==> src/rtl/gemac_f36_pkg.sv <==
`timescale 1ns/1ps
`default_nettype none
// ---------------------------------------------------------------------------
// gemac_f36_pkg : fifo36 word layout, arbiter state codes and helpers, rev 1.0
// ---------------------------------------------------------------------------
package gemac_f36_pkg;

    localparam int F36_W       = 36;
    localparam int F36_SOF     = 32;
    localparam int F36_EOF     = 33;
    localparam int F36_OCC_LSB = 34;
    localparam int F36_OCC_W   = 2;

    localparam logic [1:0] ST_IDLE  = 2'd0;
    localparam logic [1:0] ST_PASS  = 2'd1;
    localparam logic [1:0] ST_CLOSE = 2'd2;
    localparam logic [1:0] ST_FLUSH = 2'd3;

    // EOF-only terminator with zero occupancy and zero payload
    localparam logic [F36_W-1:0] F36_CLOSE_WORD =
        (F36_W'(1) << F36_EOF) | (F36_W'(0) << F36_OCC_LSB);

    function automatic logic [7:0] sat_add8(input logic [7:0] v, input logic [1:0] n);
        logic [8:0] s;
        s = {1'b0, v} + {7'b0, n};
        return s[8] ? 8'hFF : s[7:0];
    endfunction

endpackage : gemac_f36_pkg
`default_nettype wire

==> src/rtl/tx_f36_arbiter_if.sv <==
`timescale 1ns/1ps
`default_nettype none
// ---------------------------------------------------------------------------
// tx_f36_arbiter_if : fifo36 data/src_rdy/dst_rdy bundle, rev 1.0
// ---------------------------------------------------------------------------
interface tx_f36_arbiter_if;
    import gemac_f36_pkg::*;

    logic [F36_W-1:0] data;
    logic             src_rdy;
    logic             dst_rdy;

    modport master (output data, output src_rdy, input  dst_rdy);
    modport slave  (input  data, input  src_rdy, output dst_rdy);

endinterface : tx_f36_arbiter_if
`default_nettype wire

==> src/rtl/tx_f36_watchdog.sv <==
`timescale 1ns/1ps
`default_nettype none
// ---------------------------------------------------------------------------
// tx_f36_watchdog : source-stall timer with clear/count/hit, rev 1.0
// ---------------------------------------------------------------------------
module tx_f36_watchdog #(
    parameter int TIMEOUT = 1024
) (
    input  wire logic clk,
    input  wire logic reset_n,
    input  wire logic clear_i,
    input  wire logic count_i,
    output logic      hit_o
);

    localparam logic [15:0] LAST = 16'(TIMEOUT - 1);

    logic [15:0] cnt_q;
    logic [15:0] cnt_d;

    // clear beats count so a transfer always restarts the window
    always_comb begin
        cnt_d = cnt_q;
        if (clear_i) begin
            cnt_d = '0;
        end else if (count_i) begin
            cnt_d = cnt_q + 16'd1;
        end
    end

    always_ff @(posedge clk or negedge reset_n) begin
        if (!reset_n) begin
            cnt_q <= '0;
        end else begin
            cnt_q <= cnt_d;
        end
    end

    assign hit_o = count_i && !clear_i && (cnt_q == LAST);

endmodule : tx_f36_watchdog
`default_nettype wire

==> src/rtl/tx_f36_arbiter.sv <==
`timescale 1ns/1ps
`default_nettype none
// ---------------------------------------------------------------------------
// tx_f36_arbiter : packet-atomic round-robin share of the GEMAC tx_f36 port, rev 1.0
// ---------------------------------------------------------------------------
module tx_f36_arbiter
    import gemac_f36_pkg::*;
#(
    parameter int TIMEOUT = 1024,
    parameter int CNT_W   = 16
) (
    input  wire logic         clk,
    input  wire logic         reset_n,
    input  wire logic         enable,
    tx_f36_arbiter_if.slave   in0,
    tx_f36_arbiter_if.slave   in1,
    tx_f36_arbiter_if.master  out,
    output logic              busy,
    output logic              grant,
    output logic [CNT_W-1:0]  pkt_cnt0,
    output logic [CNT_W-1:0]  pkt_cnt1,
    output logic [7:0]        timeout_cnt,
    output logic [7:0]        drop_cnt
);

    logic [1:0]       state_q, state_d;
    logic             grant_q, grant_d;
    logic [CNT_W-1:0] pkt_cnt0_q, pkt_cnt0_d;
    logic [CNT_W-1:0] pkt_cnt1_q, pkt_cnt1_d;
    logic [7:0]       timeout_cnt_q, timeout_cnt_d;
    logic [7:0]       drop_cnt_q, drop_cnt_d;

    logic [F36_W-1:0] g_data;
    logic             g_src_rdy;
    logic             g_dst_rdy;
    logic             req0, req1;
    logic             orphan0, orphan1;
    logic             out_xfer;
    logic             wd_clear, wd_count, wd_hit;

    assign g_data    = grant_q ? in1.data    : in0.data;
    assign g_src_rdy = grant_q ? in1.src_rdy : in0.src_rdy;

    assign req0 = in0.src_rdy &  in0.data[F36_SOF];
    assign req1 = in1.src_rdy &  in1.data[F36_SOF];
    // reset_n gating keeps every dst_rdy low while the block is held in reset
    assign orphan0 = in0.src_rdy & ~in0.data[F36_SOF] & reset_n;
    assign orphan1 = in1.src_rdy & ~in1.data[F36_SOF] & reset_n;

    assign out_xfer = g_src_rdy & out.dst_rdy;

    always_comb begin
        out.data    = '0;
        out.src_rdy = 1'b0;
        g_dst_rdy   = 1'b0;
        case (state_q)
            ST_PASS: begin
                out.data    = g_data;
                out.src_rdy = g_src_rdy;
                g_dst_rdy   = out.dst_rdy;
            end
            ST_CLOSE: begin
                out.data    = F36_CLOSE_WORD;
                out.src_rdy = 1'b1;
            end
            ST_FLUSH: begin
                g_dst_rdy   = 1'b1;
            end
            default: ;
        endcase
    end

    assign in0.dst_rdy = (state_q == ST_IDLE) ? orphan0 : (~grant_q & g_dst_rdy);
    assign in1.dst_rdy = (state_q == ST_IDLE) ? orphan1 : ( grant_q & g_dst_rdy);

    // backpressure (src_rdy=1, dst_rdy=0) neither counts nor clears
    assign wd_clear = (state_q != ST_PASS) | out_xfer;
    assign wd_count = (state_q == ST_PASS) & ~g_src_rdy;

    tx_f36_watchdog #(
        .TIMEOUT (TIMEOUT)
    ) u_watchdog (
        .clk     (clk),
        .reset_n (reset_n),
        .clear_i (wd_clear),
        .count_i (wd_count),
        .hit_o   (wd_hit)
    );

    always_comb begin
        state_d       = state_q;
        grant_d       = grant_q;
        pkt_cnt0_d    = pkt_cnt0_q;
        pkt_cnt1_d    = pkt_cnt1_q;
        timeout_cnt_d = timeout_cnt_q;
        drop_cnt_d    = drop_cnt_q;
        case (state_q)
            ST_IDLE: begin
                drop_cnt_d = sat_add8(drop_cnt_q, {1'b0, orphan0} + {1'b0, orphan1});
                if (enable && (req0 || req1)) begin
                    grant_d = (req0 && req1) ? ~grant_q : req1;
                    state_d = ST_PASS;
                end
            end
            ST_PASS: begin
                // an EOF transfer outranks a coincident timer hit
                if (out_xfer && g_data[F36_EOF]) begin
                    if (grant_q) begin
                        pkt_cnt1_d = pkt_cnt1_q + CNT_W'(1);
                    end else begin
                        pkt_cnt0_d = pkt_cnt0_q + CNT_W'(1);
                    end
                    state_d = ST_IDLE;
                end else if (wd_hit) begin
                    state_d = ST_CLOSE;
                end
            end
            ST_CLOSE: begin
                if (out.dst_rdy) begin
                    timeout_cnt_d = sat_add8(timeout_cnt_q, 2'd1);
                    state_d       = ST_FLUSH;
                end
            end
            ST_FLUSH: begin
                if (g_src_rdy && g_data[F36_EOF]) begin
                    state_d = ST_IDLE;
                end
            end
            default: state_d = ST_IDLE;
        endcase
    end

    always_ff @(posedge clk or negedge reset_n) begin
        if (!reset_n) begin
            state_q       <= ST_IDLE;
            grant_q       <= 1'b1;
            pkt_cnt0_q    <= '0;
            pkt_cnt1_q    <= '0;
            timeout_cnt_q <= '0;
            drop_cnt_q    <= '0;
        end else begin
            state_q       <= state_d;
            grant_q       <= grant_d;
            pkt_cnt0_q    <= pkt_cnt0_d;
            pkt_cnt1_q    <= pkt_cnt1_d;
            timeout_cnt_q <= timeout_cnt_d;
            drop_cnt_q    <= drop_cnt_d;
        end
    end

    assign busy        = (state_q != ST_IDLE);
    assign grant       = grant_q;
    assign pkt_cnt0    = pkt_cnt0_q;
    assign pkt_cnt1    = pkt_cnt1_q;
    assign timeout_cnt = timeout_cnt_q;
    assign drop_cnt    = drop_cnt_q;

endmodule : tx_f36_arbiter
`default_nettype wire

==> src/flat_wrapper.sv <==
// flat-port wrapper written by rule: the top's interface ports become plain ports
module tx_f36_arbiter_flat import gemac_f36_pkg::*;
#(
    parameter int TIMEOUT = 1024,
    parameter int CNT_W   = 16
)
  (clk, reset_n, enable, busy, grant, pkt_cnt0, pkt_cnt1, timeout_cnt, drop_cnt, in0_data, in0_src_rdy, in0_dst_rdy, in1_data, in1_src_rdy, in1_dst_rdy, out_data, out_src_rdy, out_dst_rdy);
  tx_f36_arbiter_if in0_i ();
  tx_f36_arbiter_if in1_i ();
  tx_f36_arbiter_if out_i ();
  input  wire logic clk;
  input  wire logic reset_n;
  input  wire logic enable;
  output logic busy;
  output logic grant;
  output logic [CNT_W-1:0] pkt_cnt0;
  output logic [CNT_W-1:0] pkt_cnt1;
  output logic [7:0] timeout_cnt;
  output logic [7:0] drop_cnt;
  input wire logic [$bits(in0_i.data)-1:0] in0_data;
  input wire logic [$bits(in0_i.src_rdy)-1:0] in0_src_rdy;
  output wire logic [$bits(in0_i.dst_rdy)-1:0] in0_dst_rdy;
  input wire logic [$bits(in1_i.data)-1:0] in1_data;
  input wire logic [$bits(in1_i.src_rdy)-1:0] in1_src_rdy;
  output wire logic [$bits(in1_i.dst_rdy)-1:0] in1_dst_rdy;
  output wire logic [$bits(out_i.data)-1:0] out_data;
  output wire logic [$bits(out_i.src_rdy)-1:0] out_src_rdy;
  input wire logic [$bits(out_i.dst_rdy)-1:0] out_dst_rdy;
  assign in0_i.data = in0_data;
  assign in0_i.src_rdy = in0_src_rdy;
  assign in0_dst_rdy = in0_i.dst_rdy;
  assign in1_i.data = in1_data;
  assign in1_i.src_rdy = in1_src_rdy;
  assign in1_dst_rdy = in1_i.dst_rdy;
  assign out_data = out_i.data;
  assign out_src_rdy = out_i.src_rdy;
  assign out_i.dst_rdy = out_dst_rdy;
  tx_f36_arbiter #(.TIMEOUT(TIMEOUT), .CNT_W(CNT_W)) u_core (.clk(clk), .reset_n(reset_n), .enable(enable), .in0(in0_i), .in1(in1_i), .out(out_i), .busy(busy), .grant(grant), .pkt_cnt0(pkt_cnt0), .pkt_cnt1(pkt_cnt1), .timeout_cnt(timeout_cnt), .drop_cnt(drop_cnt));
endmodule
==> config.mk <==
export PLATFORM = sky130hd
export DESIGN_NAME = tx_f36_arbiter_flat
export DESIGN_NICKNAME = d
export VERILOG_FILES = /design/src/rtl/gemac_f36_pkg.sv /design/src/rtl/tx_f36_arbiter_if.sv /design/src/rtl/tx_f36_watchdog.sv /design/src/rtl/tx_f36_arbiter.sv /design/src/flat_wrapper.sv
export SDC_FILE = /design/constraint.sdc
export NUM_CORES = 1
export LEC_CHECK = 0
export ABC_AREA = 1
export CORE_ASPECT_RATIO = 2
export CORE_MARGIN = 5
export CORE_UTILIZATION = 35
export DETAILED_ROUTE_END_ITERATION = 8
export HOLD_SLACK_MARGIN = 0.06
export PLACE_DENSITY = 0.66
export SLEW_MARGIN = 0
export SYNTH_ARGS = -nofsm -noshare
export SYNTH_HDL_FRONTEND = slang
export SYNTH_SLANG_ARGS = --single-unit
==> constraint.sdc <==
create_clock -name clk -period 2.05 [get_ports clk]
set_input_delay 0.3075 -clock clk [delete_from_list [all_inputs] [get_ports clk]]
set_output_delay 0.3075 -clock clk [all_outputs]
set_load 0.005 [all_outputs]
* Word-level counts from Yosys, hierarchy flattened
Index checks and enable logic that the tools add are counted.
Operators by class: bitwise gates (word level) 15, eq/ne operators 9, reduce and logical (&&, ||, !) cells 16, add/subtract/negate cells 6, mux-type cells 18
Operators with widths (count):
- 36-bit case mux with 2 select lines | 1
- 16-bit by 1-bit adder with 16-bit output (second input constant) | 3
- 36-bit 2-to-1 mux | 1
- 16-bit 2-to-1 mux | 2
- 16-bit by 10-bit == test with 1-bit output (second input constant) | 1
- 8-bit 2-to-1 mux | 2
- 1-bit AND | 10
- 2-bit 2-to-1 mux | 5
- 8-bit by 1-bit adder with 9-bit output (second input constant) | 1
- 8-bit by 2-bit adder with 9-bit output | 1
- 2-bit case mux with 4 select lines | 1
- 1-bit logical AND | 6
- 3-bit AND reduction | 2
- 2-bit == test (second input constant) | 2
- 1-bit 2-to-1 mux | 4
- 2-bit by 1-bit inequality test with 1-bit output (second input constant) | 2
- 2-bit inequality test (second input constant) | 2
- 1-bit inverter | 4
- 1-bit case mux with 2 select lines | 2
- 2-bit AND reduction | 2
- 4-bit AND reduction | 1
- 2-bit nonzero test | 2
- 3-bit inequality test (second input constant) | 1
- 1-bit by 1-bit adder with 2-bit output | 1
- 5 further kinds | 5
Storage, ports and cells: word-level logic and storage cells 71, bits in registers 67, output and inout port bits 89

* Depth between registers and ports, before layout
Gate-level depths: netlist of run 1.
depth after elaboration 9, depth in mapped cells 12, mapped depth without buffers 12

* Modules after synthesis
Synthesis of run 1 repeated with hierarchy kept, for this count alone.
Second synthesis, totals: cells, all modules 649, area total of the unflattened synthesis 4514.3 um2
Modules (own cells, without submodules):
- tx_f36_arbiter | cells an instance 519, area each 3568.4 um2, seq. area each 1277.5 um2, instances 1
- tx_f36_watchdog | cells an instance 130, area each 945.9 um2, seq. area each 400.4 um2, instances 1

* Least setup slack after synthesis of run 1
OpenSTA, ideal clock, no wires.
path type input port to flip-flop, from in in0_data[32], to reg u_core.drop_cnt_q[1], in the netlist u_core.drop_cnt[1], slack 219 ps, setup time 83 ps, path buffers 0, cell stages on the path 10, data required time 1967 ps, arrival 1748 ps, cell sequence nand3b_1 > fa_1 > inv_1 > ha_1 > nand2_1 > nor2_1 > nand3_1 > nor2_1 > nand3_1 > o21ai_0
On the way: cells in the longest elaborated chain, start to end 6
Ends and longest elaborated chain:
- start: declaration | line flat_wrapper.sv:20 | input wire logic [$bits(in0_i.data)-1:0] in0_data;
- 1-bit inverter | line tx_f36_arbiter.sv:47 | assign orphan0 = in0.src_rdy & ~in0.data[F36_SOF] & reset_n;
- 1-bit AND (2 in a row) | line tx_f36_arbiter.sv:47
- 1-bit by 1-bit adder with 2-bit output | line tx_f36_arbiter.sv:99 | drop_cnt_d = sat_add8(drop_cnt_q, {1'b0, orphan0} + {1'b0, orphan1});
- 8-bit by 2-bit adder with 9-bit output | line gemac_f36_pkg.sv:25 | s = {1'b0, v} + {7'b0, n};
- 8-bit 2-to-1 mux | line gemac_f36_pkg.sv:26 | return s[8] ? 8'hFF : s[7:0];
- end signal: assignment | line tx_f36_arbiter.sv:147 | drop_cnt_q <= drop_cnt_d;
- end: declaration | line tx_f36_arbiter.sv:31 | logic [7:0] drop_cnt_q, drop_cnt_d;
Every way passes these cells. A chain may end at the register's enable or synchronous reset.

* Worst setup path after layout of run 1
from reg u_core.state_q[0], to out out_data[31]
On the way: cells in the longest elaborated chain, start to end 2, elaborated cells on any way between the ends 3, classes of those cells eq/ne: 2; mux: 1
Ends and longest elaborated chain:
- start: declaration | line tx_f36_arbiter.sv:26 | logic [1:0] state_q, state_d;
- start signal: assignment | line tx_f36_arbiter.sv:142 | state_q <= state_d;
- 2-bit == test or 2-bit by 1-bit == test with 1-bit output (tied branches) | line tx_f36_arbiter.sv:56 | case (state_q)
- 36-bit case mux with 2 select lines * | line tx_f36_arbiter.sv:56
- end: declaration | line flat_wrapper.sv:26 | output wire logic [$bits(out_i.data)-1:0] out_data;
Every way passes the cells marked *; elsewhere a longest branch is shown, timed or not.

==> out/results.ini, run 1 <==
[synth]
post_synth_main_area_contributors = dfrtp_1 37%, nand2_1 13%, nor2_1 9.6%, nor3_1 5.4%, inv_1 5.3%
net_count_after_synthesis = 716
synth_seq_area_share_pct = 37.9
yosys_warnings = 0
count_of_different_cell_masters_after_synthesis = 37
cell_area_synth_um2 = 4420
postSynthCellCount = 628
synth_seq_cells = 67
netlist.area_leader.share_pct = 37.3
synth_area_per_cell_um2 = 7.04
synth_area_leader_cell = dfrtp_1

[setup_path]
r2r_setup_slk_ns = 0.16
worst-endpoint-arrival_ns = 1.73
type_of_the_worst_setup_path = reg2out
highest_cell_delay_on_the_worst_timing_path_ns = 0.38
critical_path.slowest_cell = dfrtp_1
crit_path_max_fanout = 8
end_kind = output pin
worst_ep_required_time_ns = 1.74
critical_path.reg2reg.startpoint = u_core.drop_cnt[0]
rr_worst_depth = 11
critical_path.reg2reg.endpoint = u_core.drop_cnt[6]
worst_setup_path_start_kind = flip-flop
path_cells = inv_2 > ha_4 > nand2_8 > buf_12 > buf_4 > nor3_2 > clkbuf_2

[power_and_ir_drop]
vdd_ir_drop_max_uv = 673
power.density_nw_per_um2 = 979
power.leakage_nw = 3.43
share_clk_of_total_power_pct = 25.7
power_frac_seq_pct = 25.8
cell_internal_power_w = 0.00445
p_comb_share_pct = 48.5
net-switching-power_w = 0.00257
power_switching_share_pct = 36.6

[global_route]
grt_antenna_before_repair = 0
grt_max_degree = 68
first_global_vias = 5079
grt_usage_pct = 19.9
grt_first_pass_wirelength_mm = 23.6
grt_overflow = 0

[timing]
fin_setup_tns_ns = 0
maxClockFrequency_ghz = 0.492
tmin_final_ns = 2.03
timing.final.hold_violations = 0
holdWs_ns = 0.294
clock_skew_after_layout_ns = 0.00776
setup_repair_after_global_routing_missed_its_margin = true
worst_slew_margin_rel_pct = 43.8
setup_viol = 0
timing.final.crit_share_pct = 99.2
tightestPinTransition_ns = 0.844
number_of_slew_limit_violations_in_the_final_report = 0

[detailed_routing]
remaining_drc_errors = 0
drt.antenna.violating_nets = 0
detailed_routing_iterations_pass_1 = 4
via_per_inst = 4.97
drt-initial-drc-count = 270
avgRoutedWirePerCell_um = 15.3
postRouteWirelength_mm = 15.3
route.vias.total = 4958

[cells_and_area]
area.growth.synth_to_final_pct = 62.0
filler_cell_count = 1144
n_antenna_cell = 0
final_design_area_no_fill_um2 = 7170
drive_above_1_share_pct = 20.8
finish.net_count = 931
finalNonFillerCells = 998
final_util_pct = 57.4

[placed_design]
buffer_ports.inserted = 166
place_area_um2 = 6530
place_hpwl_mm = 11.4
post-place-cells = 967
routabilityCongestion = 0.851

[job]
max-cap-violations = 0

[floorplan]
placement_rows = 58
die_area_um2 = 15100
design.portCount = 167
die_width_um = 89.5
core_um2 = 12500
die_h_um = 169
initial_standard_cell_utilization_of_the_core_pct = 35.4

[clocking]
clock_tree_from_tritoncts = yes
cts-hold-fix-buffers = 0
root_buffer = clkbuf_16
clock_insertion_delay_worst_skew_ns = 0.33
h-tree-depth = 3
clkTransAtPathRegs_ns = 0.06
tritoncts.num_buffers = 9
cts_max_path_buffers = 2
clkSinkCount = 67

[worst_hold_path]
min-delay-path-class = in2async

[status]
run_status = completed

[worst max path at each step]
stage,startpoint,end,slack (ns),cells after the start
after floorplan,in0_data[32],u_core.drop_cnt[1],0.22,10
after global placement,in0_data[32],u_core.drop_cnt[1],-0.41,11
after detailed placement,in0_data[32],u_core.drop_cnt[1],-0.53,11
after CTS,u_core.state_q[0],out_data[3],-0.02,6
after global routing,u_core.state_q[0],out_data[31],-0.07,7
final,u_core.state_q[0],out_data[31],0.02,7
[layout make-up]
type	count	area, um^2	area share (%)
tap	150	188	2.62
timing repair inverter	1	6.26	0.0873
timing repair buffer	220	2020	28.2
sequential	67	1680	23.4
inverter	66	263	3.66
clock inverter	7	124	1.73
multi-input combinational	478	2660	37.1
clock buffer	9	225	3.14
[critical path: cells and delay by family, from the launching register on]
| family | cells | cell delay, ns |
|---|---|---|
| simple gates | 2 | 0.23 |
| buf+inv | 4 | 0.48 |
| fa+ha+maj | 1 | 0.30 |
| flops | 1 | 0.38 |
[power groups by stage]
stage | Sequential [W] | Clock (W) | Combinational (W)
after floorplan | 0.00177 | 0 | 0.00137
after global placement | 0.00182 | 0 | 0.00292
after detailed placement | 0.00184 | 0 | 0.00296
after CTS | 0.00181 | 0.00183 | 0.00320
after global routing | 0.00184 | 0.00189 | 0.00374
final | 0.00181 | 0.00180 | 0.00341
[layout by cell type (no fill, tap or decap), types with 2 or more instances in the layout]
cell	count
inv_2	5
clkbuf_2	11
or2_2	3
buf_2	28
nand2_2	4
inv_1	58
nor2_8	2
nor3_1	25
a21oi_1	8
dfrtp_1	66
nand3b_1	2
xnor2_1	11
clkdlybuf4s50_1	120
nor3_4	8
nand2_8	2
nor2_2	2
ha_1	6
clkinv_4	2
ha_4	2
nor2_1	111
nand3_1	42
o21bai_1	2
clkbuf_16	10
o22ai_2	2
o21ai_1	3
inv_6	2
nand3_2	3
inv_4	2
dlygate4sd2_1	2
buf_4	44
bufinv_16	3
nand2_4	4
buf_12	6
nand2_1	151
dlymetal6s2s_1	5
xor2_1	20
nand4_1	10
nor3_2	16
o21ai_0	27
a21oi_2	2
[cell usage after synthesis, drive strengths merged]
cell    number
a211oi       1
a21oi       10
and3         1
buf         13
clkbuf       4
dfrtp       66
dfstp        1
fa           1
ha           9
inv         66
nand2      161
nand3       46
nand3b       2
nand4       11
nor2       116
nor3        49
o21ai       31
o21bai       2
o22ai        2
o31ai        1
or2          4
xnor2       11
xor2        20
[timing repair]
action / CTS / global route
pin swaps: 1 / 14
cloned: 3 / 1
endpoints found under the setup margin: 47 / 47
resized for setup: 155 / 62
buffers inserted: 7 / 4
[cells by family after synthesis]
group,synth area share (%)
flip-flops,37.9
AO/OA/AOI/OAI,5.68
AND/OR/NAND/NOR,39.1
buffers and inverters,8.20
XOR/XNOR,6.14
adder cells (fa/ha/maj),3.00
[through the flow]
stage	total power [W]	setup slack, ns
after global routing	0.00747	-0.0685
final	0.00702	0.0167
after CTS	0.00685	-0.0222
after floorplan	0.00315	0.219
after global placement	0.00474	-0.407
after detailed placement	0.00480	-0.527
[metal layers]
layer  vias to the layer above  global-route usage [%]  part of all wire, %
li1                       2429                       -                    -
met2                       199                    39.3                   58
met3                        30                    4.58                  6.2
met5                         -                       0                    0
met4                         0                    8.30                  3.3
met1                      2300                    18.3                   32
[flip-flops by register name, indices dropped and copies added (netlist names), named ones only]
name and count:
u_core.pkt_cnt0 16, u_core.pkt_cnt1 16, u_core.u_watchdog.cnt_q 16, u_core.drop_cnt 8, u_core.timeout_cnt 8, u_core.grant 1
u_core.state_q 1
Note: power is estimated with default switching activity, not from simulation.
==> run 2: changes to the inputs <==
Settings changed: PLACE_DENSITY 0.66 to unset, PLACE_DENSITY_LB_ADDON set to 0.05.
==> run 2 against run 1 <==
Clock-buffer cell count up 2. Global-route usage up 0.33 points. Routed wire length down 4.2%. Cell count down 0.30%. Sequential share of layout area up 0.51 points. Critical path depth unchanged. Fmax up 0.73%. Critical endpoint is now out_data[1]. Largest cell class unchanged. Highest routed layer unchanged.
==> out/results.ini, run 2 (synthesis results as in run 1) <==
[timing]
setup_repair_after_global_routing_missed_its_margin = true
number_of_slew_limit_violations_in_the_final_report = 0
timing.final.hold_violations = 0
maxClockFrequency_ghz = 0.495
postLayoutSetupSlackWorst_ns = 0.0314
worst_slew_margin_rel_pct = 43.2
setup_viol = 0
timing.final.crit_share_pct = 98.5
tmin_final_ns = 2.02
clock_skew_after_layout_ns = 0.00831
tightestPinTransition_ns = 0.852

[global_route]
grt_usage_pct = 20.3
grt_max_degree = 68
grt-busiest-layer = met2
grt.met1_usage_pct = 19.2
grt_antenna_before_repair = 0
grt_first_pass_wirelength_mm = 24.1
met3_usage_pct = 5.36
grt_overflow = 0
grt_use_met2_pct = 39.4
first_global_vias = 5219

[setup_path]
highest_cell_delay_on_the_worst_timing_path_ns = 0.36
critical_path.reg2reg.startpoint = u_core.grant
critical_path.reg2reg.endpoint = u_core.u_watchdog.cnt_q[6]
endpoint = out_data[1]
path_cells = inv_2 > ha_4 > nand2_8 > buf_6 > buf_4 > nor3_1 > buf_2
worst_ep_required_time_ns = 1.74
worst_setup_path_start_kind = flip-flop
rr_worst_depth = 11
type_of_the_worst_setup_path = reg2out
crit_path_max_fanout = 7
critical_path.slowest_cell = dfrtp_1
worst-endpoint-arrival_ns = 1.71
r2r_setup_slk_ns = 0.19
end_kind = output pin

[cells_and_area]
n_antenna_cell = 0
finalNonFillerCells = 995
filler_cell_count = 1245
finish.net_count = 928
area.growth.synth_to_final_pct = 58.6
drive_above_1_share_pct = 19.6
final_design_area_no_fill_um2 = 7020
most-common-layout-cells = 152 x nand2_1, 123 x clkdlybuf4s50_1, 108 x nor2_1
most_frequent_standard_cell_in_the_layout_excluding_fill_and_tap_cells = nand2_1
final_util_pct = 56.2

[detailed_routing]
remaining_drc_errors = 0
postRouteWirelength_mm = 14.6
detailed_routing_iterations_pass_1 = 4
drt-initial-drc-count = 131
route.vias.total = 4839
avgRoutedWirePerCell_um = 14.7
drt.antenna.violating_nets = 0
via_per_inst = 4.86

[power_and_ir_drop]
power.density_nw_per_um2 = 925
vdd_ir_drop_max_uv = 608
power.leakage_nw = 3.34

[floorplan]
initial_standard_cell_utilization_of_the_core_pct = 35.4
die_area_um2 = 15100
design.portCount = 167
die_width_um = 89.5
core_um2 = 12500
die_h_um = 169
placement_rows = 58

[clocking]
clkTransAtPathRegs_ns = 0.06
clock_tree_from_tritoncts = yes
h-tree-depth = 3
clock_insertion_delay_worst_skew_ns = 0.33
root_buffer = clkbuf_16
cts-hold-fix-buffers = 0
cts_max_path_buffers = 2
clkSinkCount = 67
tritoncts.num_buffers = 9

[placed_design]
pre_cts_slack_ns = -0.459
buffer_ports.inserted = 166
post-place-cells = 972
place_hpwl_mm = 11.8
place_area_um2 = 6560
routabilityCongestion = 0.849

[status]
run_status = completed

[job]
max-cap-violations = 0

[worst_hold_path]
min-delay-path-class = in2async

-- run 2: cell count changes in the layout (fill, tap and decap cells not counted), sizes merged --
cell           before  now
buf                80   78
bufinv              3    0
clkbuf             21   22
clkdlybuf4s15       0    2
clkdlybuf4s50     120  123
clkinv              2    3
clkinvlp            1    2
dlygate4sd2         2    0
dlymetal6s2s        5    3
inv                68   66
-- run 2: what timing repair did --
item,4_1_cts,5_1_grt
pin swaps,4,16
setup endpoints to repair,46,43
cloned,2,0
buffers inserted,3,3
resized for setup,154,53
-- run 2: worst max-delay path: cells and delay by family (launching register included) --
kind          cells  cell delay [ns]
fa+ha+maj         1             0.30
buf+inv           4             0.50
flops             1             0.36
simple gates      2             0.23
-- run 2: cell type report --
type	instances	area, um^2	share of cell area (%)
clock buffers	11	233	3.32
clock inverters	5	30.0	0.428
inverters	66	258	3.67
multi-input cells	478	2630	37.5
flip-flops and latches	67	1680	23.9
well taps	150	188	2.68
repair buffers	218	2000	28.5
-- run 2: worst min-delay path by stage --
| stage | startpoint | endpoint | slack, ns | cells after the start |
|---|---|---|---|---|
| 6_report | reset_n | u_core.pkt_cnt1[7] | 0.30 | 2 |
| 5_1_grt | reset_n | u_core.pkt_cnt1[13] | 0.39 | 2 |
| 3_5_place_dp | u_core.u_watchdog.cnt_q[5] | u_core.u_watchdog.cnt_q[5] | 0.50 | 2 |
| 2_1_floorplan | reset_n | async pin | 0.01 | 0 |
| 3_3_place_gp | u_core.u_watchdog.cnt_q[5] | u_core.u_watchdog.cnt_q[5] | 0.49 | 2 |
| 4_1_cts | reset_n | u_core.pkt_cnt0[15] | 0.33 | 2 |
-- run 2: per-layer routing --
metal,up-vias,part of all wire (%)
met2,174,56
met1,2213,34
li1,2432,-
met4,0,2.1
met3,20,7.4
met5,-,0
-- run 2: report_power, final --
| group | switching, W | internal (W) |
|---|---|---|
| sequential | 0.000243 | 0.00155 |
| combinational | 0.00163 | 0.00169 |
| clock | 0.000566 | 0.000812 |
| total | 0.00244 | 0.00405 |
-- run 2: metrics by stage --
| step | setup TNS (ns) | hold slack, ns | total power (W) |
|---|---|---|---|
| detailed placement | -5.33 | 0.501 | 0.00488 |
| floorplan | 0 | 0.0119 | 0.00315 |
| global route | -0.202 | 0.389 | 0.00696 |
| global placement | -4.84 | 0.493 | 0.00485 |
| CTS | -0.00709 | 0.326 | 0.00649 |
| finish | 0 | 0.299 | 0.00649 |
